`config.mk`:
```
export PLATFORM = sky130hd
export DESIGN_NAME = register_uart
export DESIGN_NICKNAME = d
export VERILOG_FILES = /design/src/rtl/register_uart_defs.sv /design/src/rtl/uart_tx_fifo.sv /design/src/rtl/register_uart.sv
export SDC_FILE = /design/constraint.sdc
export NUM_CORES = 1
export LEC_CHECK = 0
export ABC_AREA = 1
export CORE_ASPECT_RATIO = 0.75
export CORE_MARGIN = 1.5
export CORE_UTILIZATION = 50
export CTS_BUF_LIST = sky130_fd_sc_hd__clkbuf_16
export CTS_CLUSTER_SIZE = 20
export DETAILED_ROUTE_END_ITERATION = 16
export DONT_BUFFER_PORTS = 1
export GPL_ROUTABILITY_DRIVEN = 0
export PLACE_DENSITY = 0.68
export SETUP_SLACK_MARGIN = 0.02
export SLEW_MARGIN = 40
export SYNTH_ARGS = -nofsm -noshare
export SYNTH_HDL_FRONTEND = slang
export SYNTH_SLANG_ARGS = --single-unit
```
`constraint.sdc`:
```
create_clock -name clk -period 5.2 [get_ports clk]
set_input_delay 1.04 -clock clk [delete_from_list [all_inputs] [get_ports clk]]
set_output_delay 1.04 -clock clk [all_outputs]
set_load 0.01 [all_outputs]
```
`src/rtl/register_uart_defs.sv`:
```
// Shared definitions for register_uart: register offsets, STATUS bit positions and FSM state encodings.
package register_uart_defs;

  localparam logic [11:0] OFF_DATA    = 12'd0;
  localparam logic [11:0] OFF_STATUS  = 12'd1;
  localparam logic [11:0] OFF_DIVISOR = 12'd2;

  localparam int ST_TX_FULL     = 0;
  localparam int ST_TX_IDLE     = 1;
  localparam int ST_RX_VALID    = 2;
  localparam int ST_RX_OVERRUN  = 3;
  localparam int ST_TX_OVERFLOW = 4;
  localparam int ST_LOOPBACK    = 5;

  localparam logic [15:0] MIN_DIVISOR = 16'd4;

  typedef enum logic [1:0] {TX_IDLE, TX_START, TX_DATA, TX_STOP} tx_state_t;
  typedef enum logic [2:0] {RX_IDLE, RX_START, RX_DATA, RX_STOP, RX_WAIT_IDLE} rx_state_t;

  // Divisors below 4 leave no room for a meaningful half-bit sample point.
  function automatic logic [15:0] clamp_divisor(input logic [15:0] value);
    return (value < MIN_DIVISOR) ? MIN_DIVISOR : value;
  endfunction

endpackage

```
`src/rtl/uart_tx_fifo.sv`:
```
// Synchronous show-ahead byte FIFO for the UART transmitter; push while full is dropped
// unless a pop happens on the same edge.
module uart_tx_fifo #(
  parameter int DEPTH = 8
) (
  input  logic       clk,
  input  logic       reset,
  input  logic       i_push,
  input  logic [7:0] i_push_data,
  input  logic       i_pop,
  output logic [7:0] o_pop_data,
  output logic       o_full,
  output logic       o_empty
);
  localparam int AW = $clog2(DEPTH);

  logic [AW:0] r_wr_ptr, r_rd_ptr;
  logic [7:0]  r_mem [DEPTH];
  logic        w_do_push, w_do_pop;

  assign o_empty    = (r_wr_ptr == r_rd_ptr);
  assign o_full     = (r_wr_ptr[AW] != r_rd_ptr[AW]) && (r_wr_ptr[AW-1:0] == r_rd_ptr[AW-1:0]);
  assign o_pop_data = r_mem[r_rd_ptr[AW-1:0]];
  assign w_do_pop   = i_pop && !o_empty;
  assign w_do_push  = i_push && (!o_full || w_do_pop);

  always_ff @(posedge clk) begin
    if (reset) begin
      r_wr_ptr <= '0;
      r_rd_ptr <= '0;
    end else begin
      if (w_do_push) r_wr_ptr <= r_wr_ptr + 1'b1;
      if (w_do_pop)  r_rd_ptr <= r_rd_ptr + 1'b1;
    end
  end

  // NOTE: storage is deliberately not reset; the pointers alone define which entries are valid.
  always_ff @(posedge clk) begin
    if (w_do_push) r_mem[r_wr_ptr[AW-1:0]] <= i_push_data;
  end

endmodule

```
`src/rtl/register_uart.sv`:
```
// Polled 8N1 UART on the ulisp register bus: DATA/STATUS/DIVISOR at BASE_INDEX+0..2.
// Define UART_LOOPBACK_EN to feed the receiver from uart_tx instead of uart_rx.
module register_uart
  import register_uart_defs::*;
#(
  parameter int BASE_INDEX      = 0,
  parameter int TX_FIFO_DEPTH   = 8,
  parameter int DEFAULT_DIVISOR = 16
) (
  input  logic        clk,
  input  logic        reset,
  input  logic [11:0] register_index,
  input  logic        register_read,
  input  logic        register_write,
  input  logic [15:0] register_write_value,
  output logic [15:0] register_read_value,
  output logic        uart_tx,
  input  logic        uart_rx
);
  localparam logic [11:0] IDX_DATA    = 12'(BASE_INDEX) + OFF_DATA;
  localparam logic [11:0] IDX_STATUS  = 12'(BASE_INDEX) + OFF_STATUS;
  localparam logic [11:0] IDX_DIVISOR = 12'(BASE_INDEX) + OFF_DIVISOR;

  logic [15:0] r_divisor;
  logic [7:0]  r_rx_byte;
  logic        r_rx_valid, r_rx_overrun, r_tx_overflow;

  logic        w_data_wr, w_data_rd, w_status_rd, w_div_wr, w_loopback;
  logic        w_fifo_pop, w_fifo_full, w_fifo_empty;
  logic [7:0]  w_fifo_data;

  tx_state_t   r_tx_state, w_tx_state_n;
  logic [15:0] r_tx_cnt, w_tx_cnt_n, r_tx_div, w_tx_div_n;
  logic [7:0]  r_tx_shift, w_tx_shift_n;
  logic [2:0]  r_tx_bit, w_tx_bit_n;
  logic        r_uart_tx, w_uart_tx_n, w_tx_load;

  rx_state_t   r_rx_state, w_rx_state_n;
  logic [15:0] r_rx_cnt, w_rx_cnt_n, r_rx_div, w_rx_div_n;
  logic [7:0]  r_rx_shift, w_rx_shift_n;
  logic [2:0]  r_rx_bit, w_rx_bit_n;
  logic [1:0]  r_rx_sync;
  logic        r_rx_prev, w_rx_pin, w_rx_s, w_rx_done;

  assign w_data_wr   = register_write && (register_index == IDX_DATA);
  assign w_div_wr    = register_write && (register_index == IDX_DIVISOR);
  assign w_data_rd   = register_read  && (register_index == IDX_DATA);
  assign w_status_rd = register_read  && (register_index == IDX_STATUS);

`ifdef UART_LOOPBACK_EN
  assign w_rx_pin   = r_uart_tx;
  assign w_loopback = 1'b1;
`else
  assign w_rx_pin   = uart_rx;
  assign w_loopback = 1'b0;
`endif

  uart_tx_fifo #(.DEPTH(TX_FIFO_DEPTH)) u_tx_fifo (
    .clk        (clk),
    .reset      (reset),
    .i_push     (w_data_wr),
    .i_push_data(register_write_value[7:0]),
    .i_pop      (w_fifo_pop),
    .o_pop_data (w_fifo_data),
    .o_full     (w_fifo_full),
    .o_empty    (w_fifo_empty)
  );

  // NOTE: every combinational output gets a default first so no path through the case infers a latch.
  always_comb begin
    w_tx_state_n = r_tx_state;
    w_tx_cnt_n   = r_tx_cnt;
    w_tx_div_n   = r_tx_div;
    w_tx_shift_n = r_tx_shift;
    w_tx_bit_n   = r_tx_bit;
    w_tx_load    = 1'b0;
    w_fifo_pop   = 1'b0;
    unique case (r_tx_state)
      TX_IDLE:  w_tx_load = !w_fifo_empty;
      TX_START: begin
        w_tx_cnt_n = r_tx_cnt - 16'd1;
        if (r_tx_cnt == '0) begin
          w_tx_cnt_n   = r_tx_div - 16'd1;
          w_tx_bit_n   = '0;
          w_tx_state_n = TX_DATA;
        end
      end
      TX_DATA: begin
        w_tx_cnt_n = r_tx_cnt - 16'd1;
        if (r_tx_cnt == '0) begin
          w_tx_cnt_n = r_tx_div - 16'd1;
          if (r_tx_bit == 3'd7) begin
            w_tx_state_n = TX_STOP;
          end else begin
            w_tx_shift_n = r_tx_shift >> 1;
            w_tx_bit_n   = r_tx_bit + 3'd1;
          end
        end
      end
      TX_STOP: begin
        w_tx_cnt_n = r_tx_cnt - 16'd1;
        if (r_tx_cnt == '0) begin
          w_tx_state_n = TX_IDLE;
          w_tx_load    = !w_fifo_empty;
        end
      end
    endcase
    // The divisor is captured per frame so a mid-frame DIVISOR write waits for the next byte.
    if (w_tx_load) begin
      w_fifo_pop   = 1'b1;
      w_tx_div_n   = r_divisor;
      w_tx_cnt_n   = r_divisor - 16'd1;
      w_tx_shift_n = w_fifo_data;
      w_tx_state_n = TX_START;
    end
    unique case (w_tx_state_n)
      TX_START: w_uart_tx_n = 1'b0;
      TX_DATA:  w_uart_tx_n = w_tx_shift_n[0];
      default:  w_uart_tx_n = 1'b1;
    endcase
  end

  assign w_rx_s = r_rx_sync[1];

  always_comb begin
    w_rx_state_n = r_rx_state;
    w_rx_cnt_n   = r_rx_cnt;
    w_rx_div_n   = r_rx_div;
    w_rx_shift_n = r_rx_shift;
    w_rx_bit_n   = r_rx_bit;
    w_rx_done    = 1'b0;
    unique case (r_rx_state)
      RX_IDLE: begin
        if (!w_rx_s && r_rx_prev) begin
          w_rx_div_n   = r_divisor;
          w_rx_cnt_n   = (r_divisor >> 1) - 16'd1;
          w_rx_state_n = RX_START;
        end
      end
      RX_START: begin
        w_rx_cnt_n = r_rx_cnt - 16'd1;
        if (r_rx_cnt == '0) begin
          w_rx_cnt_n   = r_rx_div - 16'd1;
          w_rx_bit_n   = '0;
          w_rx_state_n = w_rx_s ? RX_IDLE : RX_DATA;
        end
      end
      RX_DATA: begin
        w_rx_cnt_n = r_rx_cnt - 16'd1;
        if (r_rx_cnt == '0) begin
          w_rx_cnt_n   = r_rx_div - 16'd1;
          w_rx_shift_n = {w_rx_s, r_rx_shift[7:1]};
          w_rx_bit_n   = r_rx_bit + 3'd1;
          if (r_rx_bit == 3'd7) w_rx_state_n = RX_STOP;
        end
      end
      RX_STOP: begin
        w_rx_cnt_n = r_rx_cnt - 16'd1;
        if (r_rx_cnt == '0) begin
          w_rx_done    = w_rx_s;
          w_rx_state_n = w_rx_s ? RX_IDLE : RX_WAIT_IDLE;
        end
      end
      RX_WAIT_IDLE: if (w_rx_s) w_rx_state_n = RX_IDLE;
      default:      w_rx_state_n = RX_IDLE;
    endcase
  end

  always_ff @(posedge clk) begin
    if (reset) begin
      r_tx_state <= TX_IDLE;
      r_tx_cnt   <= '0;
      r_tx_div   <= 16'(DEFAULT_DIVISOR);
      r_tx_shift <= '0;
      r_tx_bit   <= '0;
      r_uart_tx  <= 1'b1;
      r_rx_state <= RX_IDLE;
      r_rx_cnt   <= '0;
      r_rx_div   <= 16'(DEFAULT_DIVISOR);
      r_rx_shift <= '0;
      r_rx_bit   <= '0;
      r_rx_sync  <= 2'b11;
      r_rx_prev  <= 1'b1;
    end else begin
      r_tx_state <= w_tx_state_n;
      r_tx_cnt   <= w_tx_cnt_n;
      r_tx_div   <= w_tx_div_n;
      r_tx_shift <= w_tx_shift_n;
      r_tx_bit   <= w_tx_bit_n;
      r_uart_tx  <= w_uart_tx_n;
      r_rx_state <= w_rx_state_n;
      r_rx_cnt   <= w_rx_cnt_n;
      r_rx_div   <= w_rx_div_n;
      r_rx_shift <= w_rx_shift_n;
      r_rx_bit   <= w_rx_bit_n;
      r_rx_sync  <= {r_rx_sync[0], w_rx_pin};
      r_rx_prev  <= w_rx_s;
    end
  end

  // Sticky flags: a new event on the same edge as the STATUS read wins so it is never lost.
  always_ff @(posedge clk) begin
    if (reset) begin
      r_divisor     <= 16'(DEFAULT_DIVISOR);
      r_rx_byte     <= '0;
      r_rx_valid    <= 1'b0;
      r_rx_overrun  <= 1'b0;
      r_tx_overflow <= 1'b0;
    end else begin
      if (w_div_wr) r_divisor <= clamp_divisor(register_write_value);
      if (w_rx_done && (!r_rx_valid || w_data_rd)) begin
        r_rx_byte  <= r_rx_shift;
        r_rx_valid <= 1'b1;
      end else if (w_data_rd) begin
        r_rx_valid <= 1'b0;
      end
      if (w_rx_done && r_rx_valid && !w_data_rd) r_rx_overrun <= 1'b1;
      else if (w_status_rd)                      r_rx_overrun <= 1'b0;
      if (w_data_wr && w_fifo_full && !w_fifo_pop) r_tx_overflow <= 1'b1;
      else if (w_status_rd)                        r_tx_overflow <= 1'b0;
    end
  end

  always_comb begin
    register_read_value = '0;
    if (register_index == IDX_DATA) begin
      register_read_value = {8'h00, r_rx_byte};
    end else if (register_index == IDX_STATUS) begin
      register_read_value[ST_TX_FULL]     = w_fifo_full;
      register_read_value[ST_TX_IDLE]     = w_fifo_empty && (r_tx_state == TX_IDLE);
      register_read_value[ST_RX_VALID]    = r_rx_valid;
      register_read_value[ST_RX_OVERRUN]  = r_rx_overrun;
      register_read_value[ST_TX_OVERFLOW] = r_tx_overflow;
      register_read_value[ST_LOOPBACK]    = w_loopback;
    end else if (register_index == IDX_DIVISOR) begin
      register_read_value = r_divisor;
    end
  end

  assign uart_tx = r_uart_tx;

endmodule

```
==> reports/qor.yml <==
worst_ep_arrival_time_ns: 2.56
coreArea_mm2: 0.02112
leakage_nw: 4.923
die_h_um: 130.2
syn_inst: 1467
period_share: 0.6914
avgViaCountPerCell: 5.493
setup-violations-final: 0
path_max_fanout: 16
initial_core_util: 0.5106
first_global_vias: 8496
holdBufCountCts: 0
antenna_cells: 0
ys_ff_latch: 197
ant_nets: 0
place_area_mm2: 0.01096
path_clk_slew_ns: 0.09
cts_buffer_depth: 2
htreeDepth: 4
reg2reg_from: "r_tx_cnt[0]"
grt-ovfl-total: 0
antenna_found_initial: 0
cts.sinks: 197
portBuffers: 0
synth_commonest_cells: "315 x nand2_1, 197 x nor2_1, 160 x inv_1"
vias: 9579
fillers: 1999
synth.most_common_cell: "nand2_1"
ir_drop_mv: 0.2503
drc_errors: 0
drv_cap: 0
grt_pass1_wl_um: 45600
ys.flop_type: "dfxtp_1"
fp-row-count: 46
ctsResizeCount: 0
drtPass1Iterations: 5
tns_ns: 0
postLayoutCellArea_mm2: 0.01161
tightest_slew_ns: 0.8269
syn_area_per_cell_um2: 7.352
yosys.area.top_type: "dfxtp_1"
holdCritPathClass: "reg -> reg"
area_growth_pct: 7.622
holdPathEnd: "r_rx_sync[1]"
synthesis.nets: 1519
synth_edf_count: 64
io_pins: 50
reg2reg_to: "u_tx_fifo.r_mem[2][7]"
cts_setup_buffers: 0
grt_max_degree: 61
whs_ns: 0.4190
die_w_um: 172.6
rsz0062_at_grt: "false"
dieArea_mm2: 0.02247
drive_gt1_frac: 0.07005
path_class: "in -> out"
synthTopCellsByArea: "dfxtp_1 25%, edfxtp_1 18%, nand2_1 11%"
outcome: "finished, final reports clean"
synth_cell_types: 51
start_kind: "input pin"
fmax_mhz: 278.2
synth_top_area_share: 0.2469
clk_latency_ns: 0.45
cts_root_buf: "clkbuf_16"
timing.final.ws_setup_ns: 1.605
hold_start: "r_rx_sync[0]"
dp_hpwl_um: 20740
postSynth.asyncResetShare: 0
maxSlewHeadroom: 0.4474
yosysWarnings: 0
rrSetupSlack_ns: 2.32
worstSetupEndpointType: "output pin"
final_nets: 1495
reg2reg_depth: 10
wl_um: 28560
p_per_area_mw_per_mm2: 466.3
fin_crit_ns: 3.595
whs_path_depth: 1
skew_ns: 0.01690
place_ws_ns: 1.615
cts_made_buffers: 17
slew_violations: 0
post_drt_wl_per_cell_um: 16.38
crit_required_ns: 4.16
yosysSeqAreaShare: 0.4251
drtIter0Drc: 1082
grt_usage: 0.2595
hold_violations: 0
cts_tree: "done"
syn_area_mm2: 0.01079
-- metal layers --
metal | vias to the layer above | track usage | share of wire
li1 | 4768 | - | -
met1 | 4419 | 0.4115 | 0.52
met2 | 380 | 0.3627 | 0.39
met3 | 12 | 0.05449 | 0.091
met4 | 0 | 0.03612 | 0.0048
met5 | - | 0 | 0
-- state kept, by name, summed over array words and instances (netlist names), 4 cells and up, named ones only --
register	cells
u_tx_fifo.r_mem	64
r_divisor	16
r_rx_cnt	16
r_rx_div	16
r_tx_cnt	16
r_tx_div	16
r_rx_byte	8
r_rx_shift	8
r_tx_shift	8
u_tx_fifo.r_rd_ptr	4
u_tx_fifo.r_wr_ptr	4
-- per-stage QoR --
step                      cells  power (mW)  utilization
after floorplan            1467       3.551            -
after global placement     1712       3.927       0.5172
after detailed placement   1712       3.950       0.5190
after CTS                  1744       5.388       0.5495
after global routing       1744       5.776       0.5495
final                      1744       5.412       0.5495
-- worst max-delay path by stage --
stage                              to  slack [ns]                from  depth (start not counted)
2_1_floorplan  register_read_value[1]        1.88   register_index[3]                          6
3_3_place_gp    u_tx_fifo.r_mem[2][7]        1.61   register_index[3]                          6
3_5_place_dp   register_read_value[1]        1.62  register_index[11]                          7
4_1_cts        register_read_value[1]        1.62  register_index[11]                          7
5_1_grt        register_read_value[1]        1.45  register_index[11]                          7
6_report       register_read_value[1]        1.60   register_index[3]                          6
-- critical path, stage by stage --
cell and delay (ns):
or2_2 0.31, nor2_2 0.12, nand2_1 0.46, nor3_1 0.29, nor3_1 0.08, a21oi_1 0.26
-- report_power, final --
part           leakage (nW)  internal [mW]  switching (mW)
Clock                 0.311          0.688           0.755
Sequential             1.66           1.76           0.183
Combinational          2.95          0.666            1.36
Total                  4.92           3.11            2.30
-- cell families (layout without fill, tap and decap cells) --
group / count (synthesis) / after routing / synth area share
flops: 197 / 197 / 0.4251
xor+xnor: 52 / 52 / 0.04362
compound gates: 299 / 299 / 0.1510
simple gates: 689 / 689 / 0.2773
fa+ha+maj: 19 / 19 / 0.02204
buf+inv: 211 / 200 / 0.08098
-- cell usage in the layout (no fill, tap or decap), types with 11 or more instances in the layout --
cell type / n
nand2_1: 315
nor2_1: 197
inv_1: 159
o21ai_0: 137
dfxtp_1: 133
nand3_1: 102
a21oi_1: 94
edfxtp_1: 64
xor2_1: 39
ha_1: 19
o21ai_1: 18
clkbuf_16: 17
a31oi_1: 15
nor3_1: 12
xnor2_1: 11
-- cell type report --
type	count	area, µm²	share of cell area
Clock buffer	17	425.4	0.03665
Timing Repair Buffer	5	37.54	0.003234
Inverter	163	616.8	0.05314
Sequential cell	197	4584	0.3950
Tap cell	288	360.3	0.03104
Clock inverter	15	220.2	0.01897
Multi-Input combinational cell	1059	5363	0.4620
Note: power is estimated with default switching activity, not from simulation.
